### src/rtl/exu_issue_ctrl.sv
// Execute-stage issue controller: owns the ID->EX slot handshake, inserts
// load-use bubbles, holds mul/div ops in EX for their fixed latency and
// kills younger work when a taken redirect leaves EX.
module exu_issue_ctrl #(
    parameter int MUL_LAT = 3,
    parameter int DIV_LAT = 34,
    parameter int CNT_W   = $clog2(DIV_LAT + 1)
) (
    input  logic        clock,
    input  logic        reset_n,
    input  logic        id_valid,
    output logic        id_ready,
    input  logic [4:0]  id_rs1,
    input  logic [4:0]  id_rs2,
    input  logic        id_src1_is_reg,
    input  logic        id_src2_is_reg,
    input  logic [4:0]  id_rd,
    input  logic        id_need_to_wb,
    input  logic        id_is_load,
    input  logic        id_is_muldiv,
    input  logic        id_is_div,
    input  logic        redirect_valid,
    input  logic        mem_ready,
    output logic        ex_load_en,
    output logic        ex_pipeval,
    output logic        ex_fire,
    output logic        flush_front,
    output logic        muldiv_start,
    output logic        muldiv_busy,
    output logic [31:0] bubble_cnt
);

    typedef enum logic [1:0] {
        ST_EMPTY,
        ST_READY,
        ST_BUSY
    } slot_state_t;

    localparam logic [CNT_W-1:0] MUL_LAT_C = CNT_W'(MUL_LAT);
    localparam logic [CNT_W-1:0] DIV_LAT_C = CNT_W'(DIV_LAT);
    localparam logic [CNT_W-1:0] CNT_ONE   = CNT_W'(1);

    slot_state_t      state_q;
    slot_state_t      state_d;
    logic [CNT_W-1:0] cnt_q;
    logic [CNT_W-1:0] cnt_d;
    logic [CNT_W-1:0] op_lat;
    logic [4:0]       ex_rd_q;
    logic             ex_is_load_q;
    logic             ex_need_to_wb_q;
    logic             muldiv_start_q;
    logic [31:0]      bubble_cnt_q;
    logic             hazard;
    logic             src_match;
    logic             bubble_inc;

    // Slot status, load-use detection and the ID handshake
    always_comb begin
        src_match   = (id_src1_is_reg && (id_rs1 == ex_rd_q)) ||
                      (id_src2_is_reg && (id_rs2 == ex_rd_q));
        hazard      = (state_q != ST_EMPTY) && ex_is_load_q && ex_need_to_wb_q &&
                      (ex_rd_q != 5'd0) && src_match;
        ex_pipeval  = (state_q != ST_EMPTY);
        muldiv_busy = (state_q == ST_BUSY);
        ex_fire     = (state_q == ST_READY) && mem_ready;
        flush_front = ex_fire && redirect_valid;
        id_ready    = ((state_q == ST_EMPTY) || ex_fire) && !hazard && !flush_front;
        ex_load_en  = id_valid && id_ready;
        bubble_inc  = ex_fire && hazard && id_valid && !flush_front;
        op_lat      = id_is_div ? DIV_LAT_C : MUL_LAT_C;
    end

    // Next slot state: a new accept wins, otherwise count down or drain
    always_comb begin
        state_d = state_q;
        cnt_d   = cnt_q;
        if (ex_load_en) begin
            if (id_is_muldiv && (op_lat > CNT_ONE)) begin
                state_d = ST_BUSY;
                cnt_d   = op_lat - CNT_ONE;
            end else begin
                state_d = ST_READY;
                cnt_d   = '0;
            end
        end else begin
            case (state_q)
                ST_BUSY: begin
                    if (cnt_q == CNT_ONE) begin
                        state_d = ST_READY;
                        cnt_d   = '0;
                    end else begin
                        cnt_d = cnt_q - CNT_ONE;
                    end
                end
                ST_READY: begin
                    if (ex_fire) begin
                        state_d = ST_EMPTY;
                    end
                end
                default: begin
                    state_d = state_q;
                end
            endcase
        end
    end

    // State register, latched hazard payload, mul/div start pulse and bubble counter
    always_ff @(posedge clock) begin
        if (!reset_n) begin
            state_q         <= ST_EMPTY;
            cnt_q           <= '0;
            ex_rd_q         <= 5'd0;
            ex_is_load_q    <= 1'b0;
            ex_need_to_wb_q <= 1'b0;
            muldiv_start_q  <= 1'b0;
            bubble_cnt_q    <= 32'd0;
        end else begin
            state_q        <= state_d;
            cnt_q          <= cnt_d;
            muldiv_start_q <= ex_load_en && id_is_muldiv;
            if (ex_load_en) begin
                ex_rd_q         <= id_rd;
                ex_is_load_q    <= id_is_load;
                ex_need_to_wb_q <= id_need_to_wb;
            end
            if (bubble_inc && (bubble_cnt_q != 32'hFFFF_FFFF)) begin
                bubble_cnt_q <= bubble_cnt_q + 32'd1;
            end
        end
    end

    assign muldiv_start = muldiv_start_q;
    assign bubble_cnt   = bubble_cnt_q;

endmodule

### config.mk
export PLATFORM = sky130hd
export DESIGN_NAME = exu_issue_ctrl
export DESIGN_NICKNAME = d
export VERILOG_FILES = /design/src/rtl/exu_issue_ctrl.sv
export SDC_FILE = /design/constraint.sdc
export NUM_CORES = 1
export LEC_CHECK = 0
export ABC_AREA = 1
export CORE_MARGIN = 4
export CORE_UTILIZATION = 23
export CTS_CLUSTER_SIZE = 25
export DETAILED_ROUTE_END_ITERATION = 10
export MAX_ROUTING_LAYER = met4
export PLACE_DENSITY_LB_ADDON = 0.3
export SYNTH_ARGS = -nofsm -noshare
export SYNTH_HDL_FRONTEND = slang
export SYNTH_SLANG_ARGS = --single-unit
### constraint.sdc
create_clock -name clock -period 2.2 [get_ports clock]
set_input_delay 0.33 -clock clock [delete_from_list [all_inputs] [get_ports clock]]
set_output_delay 0.33 -clock clock [all_outputs]
set_load 0.05 [all_outputs]
; ---- Word-level counts from Yosys, hierarchy flattened
; Cells that the tools add are included.
; Widths: inputs -> output; s select.
[classes]
n_eq_ne = 8
reduce_logical = 27
magnitude_cmp = 1
muxes = 10
add_sub_neg = 3
[op_table]
columns = op, count
row1 = $add 32x1->32 const B, 1
row2 = $ne 32x32->1 const B, 1
row3 = $mux 6, 5
row4 = $logic_and 1x1->1, 17
row5 = $sub 6x1->6 const B, 2
row6 = $eq 5x5->1, 2
row7 = $mux 2, 4
row8 = $eq 6x1->1 const B, 1
row9 = $gt 6x1->1 const B, 1
row10 = $reduce_bool 5->1, 1
row11 = $pmux 2 s2, 1
row12 = $reduce_bool 2->1, 2
row13 = $ne 3x2->1 const B, 1
row14 = $ne 3x3->1 const B, 1
row15 = $reduce_and 3->1, 1
row16 = $reduce_bool 3->1, 1
row17 = $eq 2x1->1 const B, 1
row18 = $eq 2x2->1 const B, 1
row19 = $logic_not 1->1, 2
row20 = $logic_not 2->1, 1
row21 = $logic_or 1x1->1, 2
[totals]
regBits = 48
wordCells = 56
out_inout_bits = 39

; ---- Depth between registers and ports, before layout
; Gate-level depths: netlist of run 1.
[depth]
ltp_word = 11
ltp_mapped = 14

; ---- Worst setup path before layout of run 1
; OpenSTA, ideal clock, no wires.
[synth_path]
path_kind = register to register
startpoint = register state_q[0]
endpoint = register cnt_q[5]
setup_ns = 0.117
path_stages_with_launch = 12
synth_period_minus_slack_ns = 2.017
arrival_time_ns = 1.900
n_path_buf = 0
t_required_ns = 2.083
path_slack_ns = 0.183
cell_sequence = dfxtp_1 nand3_2 nor2_2 inv_1 o21ai_0 inv_1 nand3_2 inv_1 nand2_1 nand2_1 nor2_1 nor2_1
[synth_via]
word_cells_on_any_way = 18
classes_between = eq/ne: 2 / mux: 1 / reduce/logical: 15
[synth_rtl]
columns = element, line_no
row1 = from (decl), 43  ; slot_state_t state_q;
row2 = from (signal assigned), 118  ; state_q <= state_d;
row3 = $eq 2x1->1 (*), 65  ; ex_fire = (state_q == ST_READY) && mem_ready;
row4 = $logic_and 1x1->1 (*), 65
row5 = $logic_and 1x1->1 (*), 66  ; flush_front = ex_fire && redirect_valid;
row6 = net flush_front, 27  ; output logic flush_front,
row7 = $logic_not 1->1 (*), 67  ; id_ready = ((state_q == ST_EMPTY) || ex_fire) && !hazard && !flush_front;
row8 = $logic_and 1x1->1 (*), 67
row9 = $logic_and 1x1->1 (*), 68  ; ex_load_en = id_valid && id_ready;
row10 = net ex_load_en, 24  ; output logic ex_load_en,
row11 = $mux 6 / $reduce_bool 2->1 (equally long branches), n/a
row12 = to (signal assigned), 119  ; cnt_q <= cnt_d;
row13 = to (decl), 45  ; logic [CNT_W-1:0] cnt_q;
; Mark *: on every way through the listed nets, which the timed path passes. The rest lies on a longest branch.
; A chain may end at the register's enable or synchronous reset.

; ---- Worst setup path in the final report of run 1
[layout_path]
startpoint = input id_rs2[0]
endpoint = output ex_load_en
[layout_via]
elab_chain_cells = 8
[layout_rtl]
columns = element, line_no
row1 = from (decl), 14  ; input logic [4:0] id_rs2,
row2 = $eq 5x5->1, 60  ; (id_src2_is_reg && (id_rs2 == ex_rd_q));
row3 = $logic_and 1x1->1, 60
row4 = $logic_or 1x1->1, 59  ; src_match = (id_src1_is_reg && (id_rs1 == ex_rd_q)) ||
row5 = $logic_and 1x1->1, 62  ; (ex_rd_q != 5'd0) && src_match;
row6 = $logic_not 1->1, 67
row7 = $logic_and 1x1->1 (2 in a row), 67
row8 = $logic_and 1x1->1, 68
row9 = to (decl), 24
; No other way between the ends.

==> results list, run 1 <==
- Summed over all failing endpoints, the final setup total negative slack is 0 ns.
- The die covers 15300 um^2.
* Launch point of the worst reg-to-reg path: bubble_cnt[1]$_SDFFE_PN0P_
- The clock period could shrink to 2.03 ns.
- In this run the power density over the cells is 533 nW/um^2.
- Ratio of cells with drive above 1 in the final layout: 12.4%
* Final-stage net count: 591
* Leakage power figure: 1.74 nW
- Maxcap violations: 0
* Global route total overflow: 0
- Netlist area before placement: 3080 um^2
- The worst hold path terminates at ex_is_load_q$_SDFFE_PN0P_.
* Final Worst Setup Slack: roughly 0.17 ns
- Number of port buffers: between 60 and 70
- Detailed placement HPWL: approximately 7.2 mm
- Total number of vias: 3242
- After detailed routing, the number of vias per cell comes to 4.39.
- 65 I/O pins were placed.
- Across the VDD grid, the largest voltage drop is 0.243 mV.
* Number of clock sinks seen by CTS: 48
* Placement Rows: 42
- Synth Instances: about 490
- Dividing the synthesized area by the synthesized cell count gives ~6.3 um^2.
* Slew at the pin with the worst max-slew slack: ~0.55 ns
* Maximum count of clock buffers along a single path: 2
* Class of the tightest hold or removal check: flop to flop
* Post-Synthesis Net Count: between 500 and 600
- In this run the most critical hold path is launched from ex_is_load_q$_SDFFE_PN0P_.
* Unrepaired setup endpoints after global routing: no
- Synth Register Bits: 48
- Counting instances, the worst hold path has a depth of 2.
- Detailed router's first-iteration violation count: 168
- STA classifies the critical path startpoint as an input pin.
- The root buffer cell chosen for the clock tree is sky130_fd_sc_hd__clkbuf_16.
- The H-tree generated during clock tree synthesis spans 2 levels.
- Initial Util: approximately a quarter
- Internal reg-to-reg setup slack: 0.31 ns
- The design draws 0.00225 W.
* Post-CTS Hold Fix Bufs: 0
- Headroom to the max-slew limit came out at 62.8%.
- The flow ran to the end, and the final reports show no timing, DRC or antenna violations.
- Die boundary height: ~120 um
* Total clock buffers created by CTS: 5
- Number of global-route vias before repair: between 3000 and 4000
* Slew Limit Fails: 0
- The floorplan step defined a core boundary enclosing 13200 um^2.
- At the worst endpoint, the required time is 1.87 ns.
* Final count of negative-setup-slack endpoints: 0
* Initial antenna violation count: 0
- For this run, the number of Yosys warnings is 0.
- Antenna Diode Count: 0
- The clock reaches the later pin of the worst-skew pair after approximately 0.30 ns.
- TritonCTS built the clock tree.
- Counting distinct cell types in the post-synthesis netlist gives 32.
* Final worst path period share: 92.1%
- Startpoint-to-endpoint class of the critical path: input pin to output port
* Count of antenna-violating nets left after detailed routing: 0
- Total wirelength of the detailed-routed design: 9.13 mm
- Placement-stage cell area: a little over 4000 um^2
* First drt pass iteration count: 4
* Sequential element share of the synthesized area: between 30% and 40%
- The worst setup path is captured at an output port.
- Largest fanout on the critical path: 4
* Maximum operating frequency: 494 MHz
* First-pass GRT wire length: between 10 and 15 mm
- Clock transition at the registers of the reported paths: 0.06 ns
- The worst register-to-register path ends at bubble_cnt[13]$_SDFFE_PN0P_.
- Per-cell routed wire length: roughly 12 um
* Global routing usage summed across all routing layers: 12.7%
- Area added between synthesis and finish: 36.9%
- Largest net degree at the start of global routing: 33
* Final number of hold-violating endpoints: 0
* Post-layout instance area: 4220 um^2
- Timing analysis after detailed placement gives a worst setup slack of 0.0680 ns.
- Number of cells traversed by the worst register-to-register path: 11
* Routability congestion estimate from global placement: 0.874
* Setup clock skew after layout: 0.0102 ns
- Measured along the x axis, the die boundary spans 124 um.
- Count of filler cells inserted in the layout: 1407
- CP arrival: between 1.5 and 2 ns
* DRC violations left: 0
## routing by layer
metal | GRT usage (%) | part of all wire, % | vias to the layer above
li1 | - | - | 1691
met1 | 15.8 | 47 | 1508
met2 | 21.5 | 50 | 39
met3 | 1.91 | 2.2 | 4
met4 | 3.39 | 1.1 | 0
met5 | - | 0 | -
## cell usage in the layout, fill, tap and decap left out, types with 12 or more instances in the layout
cell type / instances
sky130_fd_sc_hd__clkdlybuf4s50_1: 59
sky130_fd_sc_hd__dfxtp_1: 48
sky130_fd_sc_hd__nand3_1: 36
sky130_fd_sc_hd__a21oi_1: 29
sky130_fd_sc_hd__o21ai_0: 12
sky130_fd_sc_hd__nor2_2: 13
sky130_fd_sc_hd__nand2_1: 123
sky130_fd_sc_hd__nor2_1: 55
sky130_fd_sc_hd__inv_1: 68
sky130_fd_sc_hd__nand4_1: 21
## worst max path at each step
stage / start / end / slack (ns) / cells past startpoint
floorplan: state_q[0]$_SDFFE_PN0P_ / cnt_q[5]$_SDFFE_PN0P_ / 0.18 / 11
global placement: id_rs2[4] / bubble_cnt[20]$_SDFFE_PN0P_ / 0.10 / 15
detailed placement: id_rs1[4] / bubble_cnt[20]$_SDFFE_PN0P_ / 0.07 / 15
CTS: id_rs1[4] / ex_load_en / 0.11 / 11
global route: id_rs2[3] / ex_load_en / 0.04 / 11
finish: id_rs2[0] / ex_load_en / 0.17 / 11
## layout make-up
| class | count | area (um^2) | share of cell area, % |
|---|---|---|---|
| clock buffers | 6 | 129 | 3.06 |
| well taps | 176 | 220 | 5.22 |
| multi-input cells | 353 | 1770 | 42.0 |
| flip-flops and latches | 48 | 961 | 22.8 |
| clock inverters | 2 | 35.0 | 0.831 |
| repair buffers | 76 | 806 | 19.1 |
| inverters | 78 | 293 | 6.94 |
## critical path, cell delays in order
cell and delay [ns]:
sky130_fd_sc_hd__clkdlybuf4s50_1 0.48, sky130_fd_sc_hd__inv_1 0.04, sky130_fd_sc_hd__nand2_1 0.05, sky130_fd_sc_hd__nand2_1 0.06, sky130_fd_sc_hd__nor2_1 0.10, sky130_fd_sc_hd__nand3_1 0.09, sky130_fd_sc_hd__nand2_2 0.11, sky130_fd_sc_hd__nand2_2 0.08
sky130_fd_sc_hd__nand3_2 0.12, sky130_fd_sc_hd__inv_2 0.08, sky130_fd_sc_hd__buf_12 0.15
## metrics by stage
stage,utilization [%],instances,hold WS (ns)
finish,32.0,739,0.456
global route,32.0,739,0.490
CTS,31.9,738,0.463
detailed placement,30.7,730,0.452
global placement,30.7,730,0.445
floorplan,-,488,0.431
## kinds of logic (layout without fill, tap and decap cells)
group | count (synthesis) | count (layout) | synth area share, %
AO/OA/AOI/OAI | 50 | 50 | 8.29
XOR/XNOR | 12 | 12 | 3.41
flip-flops | 48 | 48 | 31.2
buffers and inverters | 87 | 162 | 11.3
adder cells (fa/ha/maj) | 3 | 3 | 1.22
AND/OR/NAND/NOR | 288 | 288 | 44.6
## flip-flops by register name (all words and copies together), names as in the netlist
signal and cells:
ex_rd_q 5, muldiv_start 1, cnt_q 6, state_q 2, bubble_cnt 32, ex_need_to_wb_q 1
ex_is_load_q 1
## cells in the mapped netlist
library cell / count / area (um^2)
sky130_fd_sc_hd__xor2_1: 8 / 70.1
sky130_fd_sc_hd__clkbuf_1: 3 / 11.3
sky130_fd_sc_hd__nand2_2: 9 / 56.3
sky130_fd_sc_hd__nand2_1: 123 / 462
sky130_fd_sc_hd__nor2_2: 13 / 81.3
sky130_fd_sc_hd__nor4_2: 1 / 12.5
sky130_fd_sc_hd__or2_2: 1 / 6.26
sky130_fd_sc_hd__o21a_1: 1 / 7.51
sky130_fd_sc_hd__nand4_1: 21 / 131
sky130_fd_sc_hd__nor3_4: 1 / 16.3
sky130_fd_sc_hd__dfxtp_1: 48 / 961
sky130_fd_sc_hd__nor3_1: 10 / 50.1
sky130_fd_sc_hd__nand3_1: 36 / 180
sky130_fd_sc_hd__xnor2_1: 4 / 35.0
sky130_fd_sc_hd__nor3b_1: 1 / 7.51
sky130_fd_sc_hd__inv_2: 8 / 30.0
sky130_fd_sc_hd__nor4_1: 1 / 6.26
sky130_fd_sc_hd__nand2_4: 3 / 33.8
sky130_fd_sc_hd__o21bai_1: 1 / 7.51
sky130_fd_sc_hd__nand3b_1: 3 / 22.5
sky130_fd_sc_hd__buf_2: 4 / 20.0
sky130_fd_sc_hd__buf_6: 2 / 22.5
sky130_fd_sc_hd__clkinv_1: 1 / 3.75
sky130_fd_sc_hd__nor2_1: 55 / 206
sky130_fd_sc_hd__ha_1: 3 / 37.5
sky130_fd_sc_hd__o21ai_1: 7 / 35.0
sky130_fd_sc_hd__and3_1: 1 / 6.26
sky130_fd_sc_hd__inv_1: 69 / 259
sky130_fd_sc_hd__nor2_4: 5 / 56.3
sky130_fd_sc_hd__a21oi_1: 29 / 145
sky130_fd_sc_hd__o21ai_0: 12 / 60.1
sky130_fd_sc_hd__nand3_2: 4 / 40.0
## where the power goes
part / internal [W] / switching [W] / leakage (nW)
Combinational: 0.000184 / 0.000247 / 1.27
Sequential: 0.000904 / 0.0000224 / 0.389
Clock: 0.000536 / 0.000352 / 0.0808
Total: 0.00162 / 0.000622 / 1.74
## what timing repair did
action | CTS | global route
buffers inserted | 0 | 1
endpoints found under the setup margin | 0 | 1
gates resized for setup | 0 | 1
No activity file was read; power rests on OpenSTA's default activity.
==> run 2: changes to the inputs <==
- clock period: 2.2 -> 2.3 ns (I/O delays scaled with it)
==> run 2 against run 1 <==
Hold slack worse by 0.0011 ns. Total power is 1.6% lower. Clock power is 3.8% higher. Critical path type is now flop to output port. Critical endpoint is now muldiv_busy. Largest cell class unchanged.
==> results list, run 2 (synthesized netlist as in run 1, its figures left out) <==
* Hold_ws: around 0.45 ns
* Final-stage net count: 588
* Via-per-instance ratio: ~4.3
- Initial Util: 23.4%
- Final worst path period share: between 90% and 100%
- Total wirelength of the detailed-routed design: between 9 and 10 mm
- The tightest min-delay check is of the flop to flop type.
- Floorplan core area: 13200 um^2
- Setup repair after global routing left no endpoint under its margin.
- The sequential cells in the finished layout cover a total of 961 um^2.
- Final number of hold-violating endpoints: 0
* Post-route setup TNS: 0 ns
* Largest fanout on the critical path: 4
- Power comes to 0.00221 W.
* Detailed router's first-iteration violation count: 155
* Global route total overflow: 0
- Worst-Skew Late Latency: 0.30 ns
* Maxcap violations: 0
- Buffers added to address setup during post-CTS repair amount to 0.
- Footprint of the multi-input gates: 1770 um^2
- Total clock buffers created by CTS: 5
- DIE AREA: 15300 um^2
- Detailed placement HPWL: 7.20 mm
- Area added between synthesis and finish: 36.4%
- Slew at the pin with the worst max-slew slack: 0.562 ns
- Timing analysis after detailed placement gives a worst setup slack of 0.138 ns.
* First drt pass iteration count: 4
- For this run, the top clock speed supported by timing is ~460 MHz.
* Global routing usage summed across all routing layers: 12.6%
- Final count of negative-setup-slack endpoints: 0
- Antenna Diode Count: 0
- In the layout the commonest cells are 123 x sky130_fd_sc_hd__nand2_1, 69 x sky130_fd_sc_hd__inv_1, 60 x sky130_fd_sc_hd__clkdlybuf4s50_1.
- Max transition margin: 62.3%
* Leakage power figure: 1.73 nW
- TritonCTS clock tree: done
* Number of clock sinks seen by CTS: 48
* Post-CTS Hold Fix Bufs: 0
* Die boundary height: 124 um
- After clock tree synthesis, the repair step resized 0 gates.
- In this run the core area contains 42 standard-cell rows.
- Per-cell routed wire length: 12.3 um
- In this run the horizontal extent of the chip is around 120 um.
- For the worst setup path, the data arrival time is 1.85 ns.
- Number of global-route vias before repair: 3004
- Setup clock skew after layout: 0.00708 ns
- Cell at the root of the clock tree: sky130_fd_sc_hd__clkbuf_16
* Pwr dens: 526 nW/um^2
- Entering global routing, the biggest net connects 33 pins.
- Clock transition at the registers of the reported paths: 0.07 ns
- The filler cells instantiated in the layout total 1442.
- IR analysis of the VDD net gives a maximum drop of 0.252 mV.
- Final Worst Setup Slack: approximately 0.11 ns
* Maximum count of clock buffers along a single path: 2
* Number of H-tree levels: 2
* Number of port buffers: 64
- The first global-routing pass estimated 14.7 mm of wire.
- Number of top-level design ports: 65
- Status: finished, final reports clean
- The worst setup path is launched from a flop.
- Number of flip-flops in the largest register: 32
* Final worst path period need: 2.19 ns
* Routability congestion estimate from global placement: 0.884
- Slew Limit Fails: 0
* Initial antenna violation count: 0
- Required time of the worst setup path: 1.96 ns
- The worst setup path is captured at an output port.
- Leaving out fill and tap cells, the most frequent cell in the layout is sky130_fd_sc_hd__nand2_1.
* Total number of vias: 3193
- Ratio of cells with drive above 1 in the final layout: 11.8%
- In the routed design, unresolved DRC markers number 0.
- Startpoint-to-endpoint class of the critical path: flop to output port
* Count of antenna-violating nets left after detailed routing: 0
## run 2: cell types whose count changed in the layout (fill, tap and decap cells not counted), sizes merged
cell | previous run | this run
clkbuf | 6 | 7
buf | 17 | 13
clkinv | 2 | 1
clkdlybuf4s50 | 59 | 60
## run 2: critical path: stages (launching register included)
cell and delay, ns:
sky130_fd_sc_hd__dfxtp_1 0.35, sky130_fd_sc_hd__inv_1 0.07, sky130_fd_sc_hd__nor2_1 0.25, sky130_fd_sc_hd__clkdlybuf4s50_1 0.88
## run 2: cell type report
class	instances	area share [%]
multi-input combinational	353	42.2
sequential	48	22.9
timing repair buffer	73	18.4
inverter	78	6.97
tap	176	5.24
clock buffer	7	3.63
clock inverter	1	0.714
## run 2: per-stage QoR
stage	cells	instance area [um^2]	util, %
final	736	4200	31.9
after global routing	736	4200	31.9
after CTS	736	4200	31.9
after detailed placement	728	4020	30.5
after global placement	728	4020	30.5
after floorplan	488	3080	-
## run 2: where the power goes
part	total (W)	switching [W]	internal (W)
Sequential	0.000886	0.0000217	0.000865
Combinational	0.000401	0.000234	0.000167
Clock	0.000922	0.000348	0.000574
## run 2: worst paths after layout
path / from / endpoint / slack [ns] / cells after the start
max: state_q[1]$_SDFFE_PN0P_ / muldiv_busy / 0.11 / 3
min: ex_is_load_q$_SDFFE_PN0P_ / ex_is_load_q$_SDFFE_PN0P_ / 0.45 / 2
max reg2reg: bubble_cnt[1]$_SDFFE_PN0P_ / bubble_cnt[13]$_SDFFE_PN0P_ / 0.41 / 11
min reg2reg: ex_is_load_q$_SDFFE_PN0P_ / ex_is_load_q$_SDFFE_PN0P_ / 0.45 / 2
## run 2: metal layers
layer	global-route usage, %	routed length (um)	share of wire [%]
met5	-	0	0
met4	4.29	162	1.8
met3	2.36	356	3.9
met2	20.9	4300	47
met1	15.3	4270	47
==> run 3: changes to the inputs <==
- HOLD_SLACK_MARGIN: default -> 0.03
==> results of run 3 <==
No change in the layout: final DEF, timing and power equal those of run 2.
